--- src/rtl/ysyx_23060203_pkg.sv ---
// Shared encodings for the RV32M multiply/divide unit.
package ysyx_23060203_pkg;

  // RV32M funct3 encoding
  typedef enum logic [2:0] {
    F_MUL    = 3'b000,
    F_MULH   = 3'b001,
    F_MULHSU = 3'b010,
    F_MULHU  = 3'b011,
    F_DIV    = 3'b100,
    F_DIVU   = 3'b101,
    F_REM    = 3'b110,
    F_REMU   = 3'b111
  } funct_e;

  // Control FSM states
  typedef enum logic [1:0] {
    S_IDLE,
    S_MUL,
    S_DIV,
    S_DONE
  } state_e;

  // rs1 is treated as signed for MUL/MULH/MULHSU/DIV/REM
  function automatic logic rs1_signed(input logic [2:0] f);
    return f[2] ? ~f[0] : (f[1:0] != 2'b11);
  endfunction

  // rs2 is treated as signed for MUL/MULH/DIV/REM
  function automatic logic rs2_signed(input logic [2:0] f);
    return f[2] ? ~f[0] : ~f[1];
  endfunction

endpackage

--- src/rtl/ysyx_23060203_mdu.sv ---
// Iterative RV32M multiply/divide unit: shift-add multiply, restoring divide,
// sign fix-up on the final iteration edge, valid/ready result handshake.
module ysyx_23060203_mdu
  import ysyx_23060203_pkg::*;
#(
  parameter int unsigned XLEN     = 32,
  parameter int unsigned MUL_BITS = 1
) (
  input  logic            clock,
  input  logic            reset,
  input  logic            flush,
  input  logic            in_valid,
  output logic            in_ready,
  input  logic [2:0]      in_funct,
  input  logic [XLEN-1:0] in_a,
  input  logic [XLEN-1:0] in_b,
  input  logic            out_ready,
  output logic            out_valid,
  output logic [XLEN-1:0] out_val,
  output logic            busy
);

  localparam int unsigned CNT_W     = $clog2(XLEN) + 1;
  localparam int unsigned MUL_ITERS = XLEN / MUL_BITS;
  localparam int unsigned PW        = 2 * XLEN;

  state_e            state, next_state;
  logic [CNT_W-1:0]  cnt;
  funct_e            funct;
  logic              neg_q;   // negate product / quotient
  logic              neg_r;   // negate remainder
  logic [PW-1:0]     acc;     // product accumulator
  logic [PW-1:0]     mcand;   // shifted multiplicand
  logic [XLEN-1:0]   shreg;   // multiplier (MUL) or dividend->quotient (DIV)
  logic [XLEN-1:0]   dvsr;
  logic [XLEN-1:0]   rem;
  logic [XLEN-1:0]   res;

  logic              accept, last, handshake;
  logic              a_neg, b_neg, div_zero, div_ovf, special;
  logic [XLEN-1:0]   a_mag, b_mag, special_res;
  logic [PW-1:0]     partial, acc_nxt, mul_fix;
  logic [XLEN:0]     shifted, diff;
  logic              ge;
  logic [XLEN-1:0]   rem_nxt, quo_nxt, mul_res, div_res;

  assign in_ready  = (state == S_IDLE);
  assign busy      = (state != S_IDLE);
  assign out_valid = (state == S_DONE) & ~flush;
  assign out_val   = res;
  assign accept    = in_valid & in_ready & ~flush;
  assign handshake = out_valid & out_ready;
  assign last      = (cnt == CNT_W'(1));

  // Request decode: operand magnitudes and divide special cases
  always_comb begin
    a_neg       = rs1_signed(in_funct) & in_a[XLEN-1];
    b_neg       = rs2_signed(in_funct) & in_b[XLEN-1];
    a_mag       = a_neg ? -in_a : in_a;
    b_mag       = b_neg ? -in_b : in_b;
    div_zero    = (in_b == '0);
    div_ovf     = ~in_funct[0] & (in_a == {1'b1, {(XLEN-1){1'b0}}}) & (&in_b);
    special     = in_funct[2] & (div_zero | div_ovf);
    special_res = '0;
    if (div_zero) special_res = in_funct[1] ? in_a : '1;
    else          special_res = in_funct[1] ? '0 : in_a;
  end

  // One multiply step and one restoring-divide step, plus sign fix-up
  always_comb begin
    partial = '0;
    for (int unsigned i = 0; i < MUL_BITS; i++) begin
      if (shreg[i]) partial = partial + (mcand << i);
    end
    acc_nxt = acc + partial;
    mul_fix = neg_q ? -acc_nxt : acc_nxt;
    mul_res = (funct == F_MUL) ? mul_fix[XLEN-1:0] : mul_fix[PW-1:XLEN];

    shifted = {rem, shreg[XLEN-1]};
    ge      = (shifted >= {1'b0, dvsr});
    diff    = shifted - {1'b0, dvsr};
    rem_nxt = XLEN'(ge ? diff : shifted);
    quo_nxt = {shreg[XLEN-2:0], ge};
    if (funct[1]) div_res = neg_r ? -rem_nxt : rem_nxt;
    else          div_res = neg_q ? -quo_nxt : quo_nxt;
  end

  // State register
  always_ff @(posedge clock) begin
    if (reset) state <= S_IDLE;
    else       state <= next_state;
  end

  // Next-state logic; flush overrides everything
  always_comb begin
    next_state = state;
    case (state)
      S_IDLE: begin
        if (accept) begin
          if (!in_funct[2]) next_state = S_MUL;
          else if (special) next_state = S_DONE;
          else              next_state = S_DIV;
        end
      end
      S_MUL, S_DIV: if (last) next_state = S_DONE;
      S_DONE:       if (handshake) next_state = S_IDLE;
      default:      next_state = S_IDLE;
    endcase
    if (flush) next_state = S_IDLE;
  end

  // Iteration counter
  always_ff @(posedge clock) begin
    if (reset)
      cnt <= '0;
    else if (accept)
      cnt <= in_funct[2] ? CNT_W'(XLEN) : CNT_W'(MUL_ITERS);
    else if ((state == S_MUL || state == S_DIV) && cnt != '0)
      cnt <= cnt - CNT_W'(1);
  end

  // Datapath registers: load on accept, iterate while busy, latch result on last step
  always_ff @(posedge clock) begin
    if (accept) begin
      funct <= funct_e'(in_funct);
      neg_q <= a_neg ^ b_neg;
      neg_r <= a_neg;
      acc   <= '0;
      mcand <= PW'(a_mag);
      shreg <= in_funct[2] ? a_mag : b_mag;
      dvsr  <= b_mag;
      rem   <= '0;
      res   <= special_res;
    end else if (state == S_MUL) begin
      acc   <= acc_nxt;
      mcand <= mcand << MUL_BITS;
      shreg <= shreg >> MUL_BITS;
      if (last) res <= mul_res;
    end else if (state == S_DIV) begin
      rem   <= rem_nxt;
      shreg <= quo_nxt;
      if (last) res <= div_res;
    end
  end

endmodule

--- config.mk ---
export PLATFORM = sky130hd
export DESIGN_NAME = ysyx_23060203_mdu
export DESIGN_NICKNAME = d
export VERILOG_FILES = /design/src/rtl/ysyx_23060203_pkg.sv /design/src/rtl/ysyx_23060203_mdu.sv
export SDC_FILE = /design/constraint.sdc
export NUM_CORES = 1
export LEC_CHECK = 0
export CAP_MARGIN = 20
export CORE_MARGIN = 8
export CORE_UTILIZATION = 35
export DETAILED_ROUTE_END_ITERATION = 16
export PLACE_DENSITY_LB_ADDON = 0.05
export SETUP_SLACK_MARGIN = 0.5
export SLEW_MARGIN = 20
export SYNTH_ARGS = -nofsm -noshare
export SYNTH_HDL_FRONTEND = slang
export SYNTH_SLANG_ARGS = --single-unit
export TNS_END_PERCENT = 50
--- constraint.sdc ---
create_clock -name clock -period 9 [get_ports clock]
set_input_delay 2.7 -clock clock [delete_from_list [all_inputs] [get_ports clock]]
set_output_delay 2.7 -clock clock [all_outputs]
set_load 0.005 [all_outputs]
# Word-level counts from Yosys, hierarchy flattened
# Cells that the tools add are included.
# classes
add_sub_neg,8
n_eq_ne,11
magnitude_cmp,1
muxes,33
n_bitwise,15
reduce_logical,17
# ops
operator,count
2-to-1 mux 32 bit,21
2-to-1 mux 64 bit,2
negator 32 bit,4
adder 64 bit,1
negator 64 bit,1
>= comparator 33 x 32 -> 1 bit,1
== test 32 bit (second input constant),1
zero test 32 bit,1
AND reduction 32 bit,1
subtractor 32 bit,1
2-to-1 mux 6 bit,2
bitwise AND 1 bit,9
2-to-1 mux 2 bit,4
== test 6 x 1 -> 1 bit (second input constant),1
!= test 2 bit (second input constant),3
!= test 3 bit (second input constant),2
one-hot mux 2 bit (3 select lines),1
AND reduction 3 bit,2
nonzero test 2 bit,3
nonzero test 6 bit,1
OR reduction 2 bit,3
subtractor 6 x 1 -> 6 bit (second input constant),1
== test 2 bit (second input constant),2
NOT 1 bit,4
11 further kinds,13
# word_totals
output_inout_bits,35
inputBits,72
reg_bits,269
wordCells,98

# Longest topological paths before layout
# Gate-level depths: netlist (run 1).
# logic_depth
word_depth,9
ltp_mapped,27
depth_no_buf,21

# Least setup slack after synthesis (run 1)
# No wires, ideal clock.
# synth_path
path_type,input -> register
startpoint,input flush
endpoint,register res[0] (netlist: out_val[0]) (enable)
n_path_buf,1
setup_ns,0.470
t_required_ns,8.530
arrival_time_ns,6.675
path_stages,5
path_slack_ns,1.855
cell_sequence,or3_1 -> inv_1 -> clkbuf_1 -> or3_1 -> a21boi_0
# synth_between
elab_chain_len,4
elab_cells_between_ends,6
cone_classes,eq/ne (2); bitwise (2); reduce/logical (2)
# synth_lines
item,line_no,source
start: declaration,ysyx_23060203_mdu.sv:11,"input logic flush,"
NOT 1 bit *,ysyx_23060203_mdu.sv:51,assign accept = in_valid & in_ready & ~flush;
bitwise AND 1 bit *,ysyx_23060203_mdu.sv:51,
!= test 3 bit (no line) or nonzero test 3 bit (tied branches),--,
AND reduction 3 bit (no line) *,--,
end signal: assignment,ysyx_23060203_mdu.sv:133,res <= special_res;
end signal: assignment,ysyx_23060203_mdu.sv:138,if (last) res <= mul_res;
end signal: assignment,ysyx_23060203_mdu.sv:142,if (last) res <= div_res;
end: declaration,ysyx_23060203_mdu.sv:37,logic [XLEN-1:0] res;
# Every way passes the cells marked *; elsewhere a longest branch is shown, timed or not.
# A chain may end at the register's enable or synchronous reset.

# Final worst setup path (run 1)
# layout_path
startpoint,input flush
endpoint,output out_valid
# layout_between
elab_chain_len,2
# layout_lines
item,line_no,source
NOT 1 bit,ysyx_23060203_mdu.sv:49,assign out_valid = (state == S_DONE) & ~flush;
bitwise AND 1 bit,ysyx_23060203_mdu.sv:49,
end: declaration,ysyx_23060203_mdu.sv:18,"output logic out_valid,"
# Every way passes these cells.

==> load_flow_metrics.sql, run 1 <==
INSERT INTO impl_metrics (metric_group, metric, value, unit) VALUES
('status', 'status', 'finished clean', ''),
('critical_path', 'worstSetupEndpointType', 'output port', ''),
('die', 'chipHeight', '275.6', 'um'),
('finish', 'commonest_non_fill_non_tap_cell_in_the_layout', 'nor2_1', ''),
('cts', 'numCtsBuffers', '38', ''),
('power_and_ir_drop', 'power_leakage', '9.735', 'nW'),
('yosys', 'synth-edff-count', '133', ''),
('sta', 'worst_pin_slew', '1237', 'ps'),
('sta', 'timing.final.hold_violations', '0', ''),
('route', 'avg_vias_per_cell', '6.040', ''),
('place', 'detailed_place_hpwl', '76700', 'um'),
('yosys', 'synth-seq-cells', '269', ''),
('yosys', 'yosysUniqueCellTypes', '101', ''),
('hold_path', 'path_category_of_the_worst_min_delay_check', 'flop to flop', ''),
('grt', 'globalRoute.totalOverflow', '0', ''),
('yosys', 'synthesis.instances', '2979', ''),
('job', 'max-cap-violations', '0', ''),
('cts', 'clk_root_buffer_cell', 'clkbuf_16', ''),
('finish', 'layout-drive-gt1-share', '5.027', '%'),
('route', 'dr.pass1.iters', '6', ''),
('finish', 'final_nets', '3158', ''),
('place', 'dpl_cell_area', '25330', 'um2'),
('yosys', 'synth_fp_nets', '3161', ''),
('sta', 'min_period', '6555', 'ps'),
('die', 'start_util', '35.24', '%'),
('critical_path', 'crit_fanout', '6', ''),
('route', 'routed-via-count', '23440', ''),
('place', 'place.gp.congestion', '0.9586', ''),
('finish', 'final_cell_mix', 'nor2_1 (336), nand2_1 (268), a21oi_1 (247)', ''),
('route', 'ant_nets', '0', ''),
('sta', 'finalSetupViolCount', '0', ''),
('die', 'io_pins', '107', ''),
('sta', 'maxSlewHeadroom', '17.00', '%'),
('yosys', 'synth_seq_area_share', '28.48', '%'),
('yosys', 'synth-warning-count', '0', ''),
('sta', 'totalNegativeSetupSlack', '0', 'ps'),
('route', 'drt_drc_violations_left', '0', ''),
('grt', 'grt_antenna_before_repair', '6', ''),
('cts', 'worst_setup_hold_path_clk_slew', '60', 'ps'),
('yosys', 'async_flop_share', '0', '%'),
('route', 'drt-total-wl', '98140', 'um'),
('cts', 'numClockSinks', '269', ''),
('cts', 'htree_num_levels', '2', ''),
('finish', 'area.growth.synth_to_final', '13.15', '%'),
('route', 'wl_per_cell', '25.29', 'um'),
('place', 'port_buffers', '106', ''),
('sta', 'clock_skew', '20.21', 'ps'),
('critical_path', 'critical_path_class', 'input port to output port', ''),
('route', 'drt-initial-drc-count', '2342', ''),
('critical_path', 'worstPathArrival', '3850', 'ps'),
('cts', 'insertion_delay', '580', 'ps'),
('power_and_ir_drop', 'cellPowerDensity', '194.0', 'nW/um2'),
('cts', 'cts_setup_buffers', '0', ''),
('finish', 'finalInstanceArea', '26690', 'um2'),
('yosys', 'dominantRegCellSynth', 'dfxtp_1', ''),
('finish', 'finalNonFillerCells', '3881', ''),
('cts', 'maximum_root_to_sink_buffer_count', '3', ''),
('cts', 'cts_hold_repair.buffers', '0', ''),
('cts', 'tritoncts_clock_tree', 'done', ''),
('die', 'design.core.area', '66920', 'um2'),
('power_and_ir_drop', 'finalPower', '5.176', 'mW'),
('grt', 'grt_util_all_layers', '24.94', '%'),
('grt', 'grt_pass1_vias', '21910', ''),
('sta', 'clock.fmax', '152.6', 'MHz'),
('sta', 'timing_max_transition_violations_final', '0', ''),
('cts', 'post_cts_resize_count', '0', ''),
('die', 'dieArea', '75950', 'um2'),
('power_and_ir_drop', 'ir_worst_vdd', '0.1684', 'mV'),
('grt', 'grt_start_max_net_pins', '81', ''),
('sta', 'fin_crit_sh', '72.83', '%'),
('place', 'post-place-cells', '3809', ''),
('die', 'die_x', '275.6', 'um'),
('yosys', 'syn_area', '23590', 'um2'),
('die', 'placementRows', '95', ''),
('grt', 'grt_first_pass_wirelength', '144000', 'um'),
('critical_path', 'startpoint_type', 'input port', ''),
('yosys', 'syn-mean-instance-area', '7.917', 'um2'),
('sta', 'grt_setup_unrepaired', 'no', ''),
('sta', 'timing.hold.ws', '467.5', 'ps'),
('critical_path', 'worst-endpoint-required', '6300', 'ps');
-- cell usage after synthesis (all sizes together), types with 13 or more instances --
cell type,count,area [um2]
o21a,26,195.2
a22o,26,227.7
a211oi,65,508.0
buf,39,176.4
a21oi,249,1261
nand2,269,1010
or4,28,217.7
o41ai,23,201.4
maj3,16,160.2
edfxtp,133,3994
nor2,339,1280
nor4,30,217.7
xnor2,132,1156
nand4,39,259.0
o21ai,244,1225
o221ai,14,122.6
nand3,50,255.3
nor3,55,275.3
a21o,36,270.3
ha,108,1351
dfxtp,136,2723
clkbuf,143,536.8
o211ai,47,352.8
xor2,87,762.0
inv,88,330.3
o31ai,44,335.3
mux2i,123,1231
a31oi,17,106.4
or3,36,230.2
and3,22,137.6
a221oi,13,113.9
and2,89,556.8
o22ai,17,106.4
-- cell families after synthesis --
kind of cell    share of synthesized area (%)
compound gates                          25.49
mux                                     5.411
flops                                   28.48
xor+xnor                                8.133
simple gates                            21.44
buf+inv                                 4.472
fa+ha+maj                               6.578
-- layout make-up --
cell class,count,area [um2]
Clock inverter,19,235.2
Antenna cell,4,10.01
Tap cell,873,1092
Sequential cell,269,6716
Timing Repair Buffer,139,1304
Clock buffer,49,1107
Fill cell,6882,40230
Multi-Input combinational cell,2437,15870
Inverter,91,346.6
-- per-layer routing --
layer  up-vias  routed length [um]  global-route usage [%]
li1      11030                   -                       -
met1     11390               46740                   36.90
met2       904               41790                   37.59
met3       117                7437                   3.646
met4         0                2172                   6.034
met5         -                   0                       0
-- worst paths after layout --
check	depth (start not counted)	to	slack (ps)	startpoint
setup / recovery	3	out_valid	2450	flush
hold / removal	2	acc[42]	470	acc[42]
setup reg to reg	19	out_val[30]	2730	rem[1]
hold reg to reg	2	acc[42]	470	acc[42]
-- worst max-delay path, cell delays in order --
cell and delay [ps]:
clkdlybuf4s50_1 480, nor2b_1 150, clkdlybuf4s50_1 520
-- stage by stage --
stage / setup slack (ps) / util, %
floorplan: 1855 / -
global placement: 2422 / 37.85
detailed placement: 2366 / 37.86
CTS: 2441 / 39.86
global route: 2120 / 39.86
finish: 2445 / 39.88
-- report_power, final --
group	leakage, nW	switching, mW	internal, mW	total [mW]
sequential	2.35	0.114	1.43	1.54
combinational	6.73	1.31	0.679	1.99
clock	0.658	0.635	1.01	1.65
total	9.74	2.06	3.12	5.18
-- flip-flops by register name (all words and copies together) (netlist names) --
register and cells:
out_val 32, funct 3, dvsr 32, shreg 32, rem 32, cnt 6
neg_q 1, state 2, mcand 64, neg_r 1, acc 64
(Power assumes the default switching activity.)
==> run 2: changes to the inputs <==
==> constraint.sdc (replaced) <==
create_clock -name clock -period 6.4 [get_ports clock]
set_input_delay 1.92 -clock clock [delete_from_list [all_inputs] [get_ports clock]]
set_output_delay 1.92 -clock clock [all_outputs]
set_load 0.005 [all_outputs]
==> run 2 against run 1 <==
Sequential cell count stayed put; critical endpoint is now out_val[30]; utilization is 0.65 points higher; combinational power is 47% higher; clock power is 30% higher; clock skew is 8.2 ps lower; via count is 0.93% higher; power is 40% higher; non-clock buffer count is 57 higher; sequential power is 40% higher; final cell count is 1.4% higher; global-route usage is 1.1 points higher; register-to-register slack worse by 2000 ps; largest power group unchanged.
==> load_flow_metrics.sql, run 2 (synthesis gave the netlist of run 1 again) <==
INSERT INTO impl_metrics (metric_group, metric, value, unit) VALUES
('sta', 'fin_crit_sh', '88.34', '%'),
('route', 'avg_vias_per_cell', '6.010', ''),
('cts', 'numClockSinks', '269', ''),
('critical_path', 'worst-endpoint-required', '6710', 'ps'),
('route', 'drt-initial-drc-count', '2245', ''),
('cts', 'worst_setup_hold_path_clk_slew', '60', 'ps'),
('cts', 'clk_root_buffer_cell', 'clkbuf_16', ''),
('die', 'placementRows', '95', ''),
('grt', 'grt_antenna_before_repair', '4', ''),
('route', 'drt-total-wl', '101700', 'um'),
('critical_path', 'critical_path_class', 'flop to flop', ''),
('die', 'design.core.area', '66920', 'um2'),
('sta', 'timing.hold.ws', '474.9', 'ps'),
('critical_path', 'worstSetupEndpointType', 'flop', ''),
('sta', 'grt_setup_unrepaired', 'no', ''),
('sta', 'finalSetupViolCount', '0', ''),
('power_and_ir_drop', 'power_leakage', '9.988', 'nW'),
('finish', 'final_cell_mix', 'nor2_1 (336), nand2_1 (268), a21oi_1 (245)', ''),
('route', 'dr.pass1.iters', '6', ''),
('finish', 'layout-drive-gt1-share', '6.989', '%'),
('sta', 'clock.fmax', '176.9', 'MHz'),
('critical_path', 'crit_fanout', '66', ''),
('grt', 'grt_first_pass_wirelength', '148400', 'um'),
('grt', 'grt_start_max_net_pins', '83', ''),
('critical_path', 'crit_path_top_delay_cell', 'a211oi_1', ''),
('job', 'max-cap-violations', '0', ''),
('place', 'place.gp.congestion', '0.9801', ''),
('grt', 'grt_pass1_vias', '22140', ''),
('route', 'ant_nets', '0', ''),
('critical_path', 'buffers_plus_inverters_on_the_worst_setup_path', '1', ''),
('finish', 'commonest_non_fill_non_tap_cell_in_the_layout', 'nor2_1', ''),
('die', 'io_pins', '107', ''),
('sta', 'totalNegativeSetupSlack', '0', 'ps'),
('grt', 'grt_util_all_layers', '26.01', '%'),
('finish', 'finalInstanceArea', '27120', 'um2'),
('sta', 'clock_skew', '12.06', 'ps'),
('die', 'start_util', '35.24', '%'),
('die', 'die_x', '275.6', 'um'),
('critical_path', 'worstPathArrival', '5970', 'ps'),
('sta', 'min_period', '5654', 'ps'),
('cts', 'maximum_root_to_sink_buffer_count', '3', ''),
('sta', 'maxSlewHeadroom', '23.52', '%'),
('sta', 'worst_pin_slew', '1139', 'ps'),
('route', 'routed-via-count', '23660', ''),
('die', 'chipHeight', '275.6', 'um'),
('critical_path', 'cp_cell_sequence', 'buf_12 > and2_1 > ha_1 > a21oi_1 > o21ai_0 > a21o_1 > o211ai_1 > nand2_1 > a32o_1 > a211oi_1 > or4_1 > nand4bb_1 > nor3_1 > a311oi_1 > o21ai_1 > a221o_1', ''),
('power_and_ir_drop', 'ir_worst_vdd', '0.1823', 'mV'),
('sta', 'timing_max_transition_violations_final', '0', ''),
('cts', 'cts_hold_repair.buffers', '0', ''),
('cts', 'insertion_delay', '570', 'ps'),
('place', 'port_buffers', '106', ''),
('finish', 'area.growth.synth_to_final', '15.00', '%'),
('critical_path', 'startpoint_type', 'flop', ''),
('power_and_ir_drop', 'cellPowerDensity', '266.4', 'nW/um2'),
('grt', 'globalRoute.totalOverflow', '0', ''),
('critical_path', 'cpLargestDelayFamily', 'compound AO/OA/AOI/OAI gates', ''),
('cts', 'htree_num_levels', '2', ''),
('finish', 'fill_cells', '6879', ''),
('finish', 'final_nets', '3215', ''),
('status', 'status', 'finished clean', ''),
('cts', 'numCtsBuffers', '38', ''),
('place', 'dpl_cell_area', '25780', 'um2'),
('critical_path', 'critical-path-max-stage-delay', '760', 'ps'),
('route', 'wl_per_cell', '25.83', 'um'),
('cts', 'tritoncts_clock_tree', 'done', ''),
('route', 'drt_drc_violations_left', '0', ''),
('sta', 'timing.final.hold_violations', '0', ''),
('hold_path', 'path_category_of_the_worst_min_delay_check', 'flop to flop', ''),
('die', 'dieArea', '75950', 'um2'),
('finish', 'top_regs', 'acc: 64 flops, mcand: 64 flops', ''),
('place', 'detailed_place_hpwl', '79950', 'um');
[run 2: cell types whose count changed in the layout (fill, tap and decap cells not counted), sizes merged]
| cell | before | now |
|---|---|---|
| buf | 34 | 91 |
| bufinv | 5 | 2 |
| clkbuf | 49 | 52 |
| diode | 4 | 1 |
| clkinv | 15 | 17 |
| clkinvlp | 3 | 1 |
| inv | 87 | 88 |
[run 2: per-layer routing]
metal | GRT usage [%] | vias up | wire length, um
li1 | - | 11150 | -
met1 | 38.79 | 11550 | 49190
met2 | 38.63 | 863 | 42680
met3 | 4.365 | 101 | 7643
met4 | 5.783 | 0 | 2147
met5 | 0 | - | 0
[run 2: through the flow]
stage | utilization [%] | worst slack, ps | std cells | total power, mW
finish | 40.53 | 746.1 | 3936 | 7.224
global route | 40.53 | 509.6 | 3935 | 7.589
CTS | 40.37 | 534.8 | 3935 | 7.230
detailed placement | 38.52 | 287.0 | 3866 | 5.050
global placement | 38.52 | 304.7 | 3866 | 5.048
floorplan | - | 97.24 | 2979 | 3.986
[run 2: final cells by class]
type | instances | area (um2) | share of cell area [%]
Clock buffer | 52 | 1087 | 4.009
Clock inverter | 17 | 137.6 | 0.5074
Timing Repair Buffer | 196 | 1757 | 6.477
Tap cell | 873 | 1092 | 4.027
Inverter | 91 | 346.6 | 1.278
Multi-Input combinational cell | 2437 | 15980 | 58.93
Antenna cell | 1 | 2.502 | 0.009226
Sequential cell | 269 | 6716 | 24.76
[run 2: report_power, final]
part / leakage, nW / switching [mW] / internal [mW]
logic: 7.04 / 1.89 / 1.03
registers: 2.35 / 0.156 / 2.01
clock network: 0.600 / 0.873 / 1.27
total: 9.99 / 2.92 / 4.30
[run 2: timing repair]
item,in CTS,in global routing
buffers inserted,0,0
resized for setup,3,20
endpoints found under the setup margin,4,13
[run 2: worst min-delay path, delay by kind of cell, from the launching register on]
| family | cells | cell delay [ps] |
|---|---|---|
| and+or+nand+nor | 1 | 50 |
| AOI/OAI and AO/OA | 1 | 60 |
| DFF | 1 | 330 |
[run 2: path summary, 6_finish.rpt]
path	from	to	slack (ps)	cells after the start
worst max-delay path	shreg[0]	out_val[30]	750	16
worst min-delay path	acc[44]	acc[44]	470	2
worst max register to register	shreg[0]	out_val[30]	750	16
worst min register to register	acc[44]	acc[44]	470	2
